$ cat src/rtl/imem_arbiter.sv
// imem_arbiter: shares the single-ported instruction bank between fetch and loader.
// Define IMEM_ARB_STARVE_EN to cap loader grant streaks while fetch is waiting.
module imem_arbiter #(
  parameter int MEM_LAT    = 1,
  parameter int STARVE_MAX = 4
) (
  input  logic        clk,
  input  logic        rst_n,
  input  logic        if_req,
  input  logic [7:0]  if_addr,
  output logic        if_gnt,
  output logic        if_valid,
  output logic [31:0] if_inst,
  output logic        if_fault,
  output logic        if_stall,
  input  logic        ld_req,
  input  logic        ld_we,
  input  logic [7:0]  ld_addr,
  input  logic [31:0] ld_wdata,
  output logic        ld_gnt,
  output logic        ld_done,
  output logic [31:0] ld_rdata,
  output logic        mem_read,
  output logic        mem_write,
  output logic [7:0]  mem_addr,
  output logic [31:0] mem_wdata,
  input  logic [31:0] mem_rdata
);

  typedef enum logic [1:0] {
    IDLE = 2'd0,
    RD   = 2'd1,
    WR   = 2'd2
  } state_e;

  localparam logic [1:0] LAT_M1 = 2'(MEM_LAT - 1);

  generate
    if (MEM_LAT < 1 || MEM_LAT > 4) begin : g_bad_lat
      $error("imem_arbiter: MEM_LAT must be 1..4");
    end
    if (STARVE_MAX < 1 || STARVE_MAX > 7) begin : g_bad_starve
      $error("imem_arbiter: STARVE_MAX must fit the 3-bit streak");
    end
  endgenerate

  state_e     state_q;
  logic [1:0] cnt_q;
  logic       owner_ld_q;

  logic       idle;
  logic       fetch_force;
  logic       if_mis;

  assign idle   = (state_q == IDLE);
  assign if_mis = |if_addr[1:0];

`ifdef IMEM_ARB_STARVE_EN
  logic [2:0] streak_q;

  assign fetch_force = if_req & ld_req &
                       (streak_q == 3'(STARVE_MAX));

  // streak counts loader wins while fetch is actually waiting
  always_ff @(posedge clk or negedge rst_n) begin
    if (!rst_n) begin
      streak_q <= 3'd0;
    end else if (!if_req || if_gnt) begin
      streak_q <= 3'd0;
    end else if (ld_gnt) begin
      streak_q <= streak_q + 3'd1;
    end
  end
`else
  assign fetch_force = 1'b0;
`endif

  assign ld_gnt   = idle & ld_req & ~fetch_force;
  assign if_gnt   = idle & if_req & ~ld_gnt;
  assign if_stall = ~idle | (if_req & ~if_gnt);

  always_ff @(posedge clk or negedge rst_n) begin
    if (!rst_n) begin
      state_q    <= IDLE;
      cnt_q      <= 2'd0;
      owner_ld_q <= 1'b0;
      if_valid   <= 1'b0;
      if_inst    <= 32'd0;
      if_fault   <= 1'b0;
      ld_done    <= 1'b0;
      ld_rdata   <= 32'd0;
      mem_read   <= 1'b0;
      mem_write  <= 1'b0;
      mem_addr   <= 8'd0;
      mem_wdata  <= 32'd0;
    end else begin
      if_valid <= 1'b0;
      ld_done  <= 1'b0;
      unique case (state_q)
        IDLE: begin
          if (ld_gnt) begin
            mem_addr <= ld_addr & 8'hFC;
            if (ld_we) begin
              mem_wdata <= ld_wdata;
              mem_write <= 1'b1;
              state_q   <= WR;
            end else begin
              mem_read   <= 1'b1;
              cnt_q      <= LAT_M1;
              owner_ld_q <= 1'b1;
              state_q    <= RD;
            end
          end else if (if_gnt) begin
            if (if_mis) begin
              // misaligned: answered from IDLE, bank untouched
              if_valid <= 1'b1;
              if_fault <= 1'b1;
              if_inst  <= 32'd0;
            end else begin
              mem_addr   <= if_addr;
              mem_read   <= 1'b1;
              cnt_q      <= LAT_M1;
              owner_ld_q <= 1'b0;
              state_q    <= RD;
            end
          end
        end
        RD: begin
          if (cnt_q != 2'd0) begin
            cnt_q <= cnt_q - 2'd1;
          end else begin
            mem_read <= 1'b0;
            state_q  <= IDLE;
            if (owner_ld_q) begin
              ld_rdata <= mem_rdata;
              ld_done  <= 1'b1;
            end else begin
              if_inst  <= mem_rdata;
              if_fault <= 1'b0;
              if_valid <= 1'b1;
            end
          end
        end
        WR: begin
          mem_write <= 1'b0;
          ld_done   <= 1'b1;
          state_q   <= IDLE;
        end
        default: begin
          mem_read  <= 1'b0;
          mem_write <= 1'b0;
          state_q   <= IDLE;
        end
      endcase
    end
  end

endmodule
$ cat config.mk
export PLATFORM = sky130hd
export DESIGN_NAME = imem_arbiter
export DESIGN_NICKNAME = d
export VERILOG_FILES = /design/src/rtl/imem_arbiter.sv
export SDC_FILE = /design/constraint.sdc
export NUM_CORES = 1
export LEC_CHECK = 0
export CORE_ASPECT_RATIO = 0.75
export CORE_MARGIN = 5
export CORE_UTILIZATION = 46
export DETAILED_ROUTE_END_ITERATION = 10
export HOLD_SLACK_MARGIN = 0.08
export PLACE_DENSITY = 0.85
export SETUP_SLACK_MARGIN = 0.3
export SYNTH_ARGS = -nofsm -noshare
export SYNTH_HDL_FRONTEND = slang
export SYNTH_SLANG_ARGS = --single-unit
$ cat constraint.sdc
create_clock -name clk -period 6.45 [get_ports clk]
set_clock_uncertainty 0.15 [all_clocks]
set_input_delay 1.935 -clock clk [delete_from_list [all_inputs] [get_ports clk]]
set_output_delay 1.935 -clock clk [all_outputs]
set_load 0.1 [all_outputs]
==> results.toml <==
[run_status]
outcome = "finished clean"

[final_layout]
final_cell_mix = "190 x clkdlybuf4s50_1, 114 x dfrtp_1, 66 x mux2_2"
nFillCells = 689
finalInstanceArea_um2 = 7283
syn_to_final_growth_pct = 56.86
mostFrequentLayoutCell = "clkdlybuf4s50_1"
drive_gt1_share_pct = 19.14
final_nets = 657
diodes = 0

[placed_design]
placed_area_um2 = 6655
place_ws_ps = 1100
io_buffers = 194
gp_congestion = 0.7824
dp_hpwl_mm = 8.993

[global_routing]
antenna_found_initial = 0
grt_overflow = 0
grt_usage_pct = 21.45
grt_max_degree = 70
grt_pass1_vias = 3969
grt_pass1_wl_mm = 20.98

[timing]
finalMaxSlewViolations = 0
relSlewSlack_pct = 16.62
fmax_mhz = 187.0
tightest_slew_ps = 1238
fin_crit_ps = 5346
timing.final.crit_share_pct = 82.89
timing.setup.tns_ps = 0
fin_ws_ps = 1104
finalSetupViolCount = 0
rsz0062_at_grt = "false"
hold_violations = 0

[synth]
avgSynthCellArea_um2 = 12.48
yosys.area_share.simple_pct = 6.144
synthesis.nets = 462
ys_seq_elements = 114
async_flop_share_pct = 100.0
yosysWarnings = 0
synth_edf_count = 0
yosys.area_share.adder_pct = 1.347
ys_types = 32
syn_inst = 372
synth_mux_area_share_pct = 17.73
synth_top_family_by_area = "multiplexers"
synth-seq-area-share_pct = 61.44
synth_xor_xnor_area_share_pct = 0
synth-compound-area-share_pct = 9.916
synth_area_um2 = 4643
synth-main-ff-cell = "dfrtp_1"

[critical_path]
cp_slowest_cell = "clkdlybuf4s50_1"
slowest_delay_ps = 620
cp_max_fo = 9
cp.arrival_ps = 3260
worst-path-buf-inv = 3
required_ps = 4370
cp_top_family = "buffers and inverters"
crit_path_start_kind = "input pin"
crit_path_cell_trace = "clkdlybuf4s50_1 -> nand2_8 -> inv_2 -> nor2_1 -> buf_4"
end_kind = "output pin"
worst-setup-path-type = "in2out"

[drt]
first_iter_violations = 222
dr.pass1.iters = 4
wl_mm = 12.80
drc = 0
vias = 3661
drtAntennaViolNets = 0
wl_per_cell_um = 17.97
vias_per_cell = 5.142

[clock_tree]
cts_made_buffers = 17
htreeDepth = 4
clk_pin_slew_ps = 50
clockBufferDepth = 2
cts_resized = 0
post-cts-setup-buffers = 0
cts_tree = "yes"
cts_sinks = 114
clockRootBuffer = "clkbuf_16"
ctsHoldBuffers = 0
worst_skew_pair.late_latency_ps = 410

[worst_hold_path]
hold_path.class = "reg2reg"

[floorplan]
row_count = 31
dieWidth_um = 126.0
dieHeight_um = 97.01
start_util_pct = 47.50
design.die.area_um2 = 12220
core-area_um2 = 9774
ioPinCount = 197

[run]
max_cap_violations = 0
==> per-layer routing <==
layer,vias to the layer above,track usage [%],wire length [um]
li1,1679,-,-
met1,1832,23.82,4884
met2,138,36.86,6595
met3,12,9.581,1149
met4,0,6.843,167
met5,-,0,0
==> per-stage QoR <==
stage / hold slack, ps / util, % / cells
after floorplan: 327.2 / - / 372
after global placement: 316.7 / 68.09 / 680
after detailed placement: 326.1 / 68.09 / 680
after CTS: 337.8 / 74.51 / 712
after global routing: 358.8 / 74.51 / 712
final: 335.3 / 74.51 / 712
==> Yosys cell counts, types with 2 or more instances <==
cell type	count	area, um^2
inv_1	9	33.78
mux2_2	66	743.2
nor2_1	5	18.77
nand2b_1	2	12.51
o21ai_0	44	220.2
buf_4	4	30.03
buf_6	3	33.78
nor3_1	2	10.01
dfrtp_1	114	2853
mux2i_1	8	80.08
a21oi_1	3	15.01
o21ai_1	30	150.1
ha_1	5	62.56
clkbuf_1	14	52.55
and2_1	2	12.51
nand2_1	45	168.9
==> cell type report <==
type / instances / area, um^2 / share of cell area (%)
Clock buffer: 21 / 470.5 / 6.459
Clock inverter: 11 / 157.7 / 2.165
Inverter: 10 / 37.54 / 0.5154
Multi-Input combinational cell: 226 / 1638 / 22.49
Sequential cell: 114 / 2853 / 39.17
Tap cell: 132 / 165.2 / 2.268
Timing Repair Buffer: 198 / 1962 / 26.94
==> cell families after synthesis <==
kind of cell | Yosys count
compound gates | 85
fa+ha+maj | 5
buf+inv | 32
flops | 114
mux | 74
simple gates | 62
==> flip-flops by register name, summed over array words and instances (netlist names), 2 cells and up <==
| register | count |
|---|---|
| mem_wdata | 32 |
| cnt_q | 2 |
| mem_addr | 8 |
| state_q | 2 |
| ld_rdata | 32 |
| if_inst | 32 |
==> worst reg2reg max path: stages (launching register included) <==
cell and delay (ps):
dfrtp_1 400, inv_1 110, ha_1 450, nand2_8 160
inv_2 130, a211o_1 710, or2_4 510, o21ai_0 170
==> worst paths after layout <==
kind,start,endpoint,slack (ps),cells after the start
worst max register to register,state_q[1],if_inst[7],3540,7
min in group asynchronous,rst_n,ld_rdata[14],1500,1
worst max-delay path,ld_req,if_gnt,1100,5
max in group asynchronous,rst_n,if_inst[27],3520,2
worst min register to register,mem_addr[5],mem_addr[5],340,2
worst min-delay path,mem_addr[5],mem_addr[5],340,2
Power is left out: the tool's default activity adds up to more than one toggle a clock period on the data nets, which glitch-free logic cannot reach.
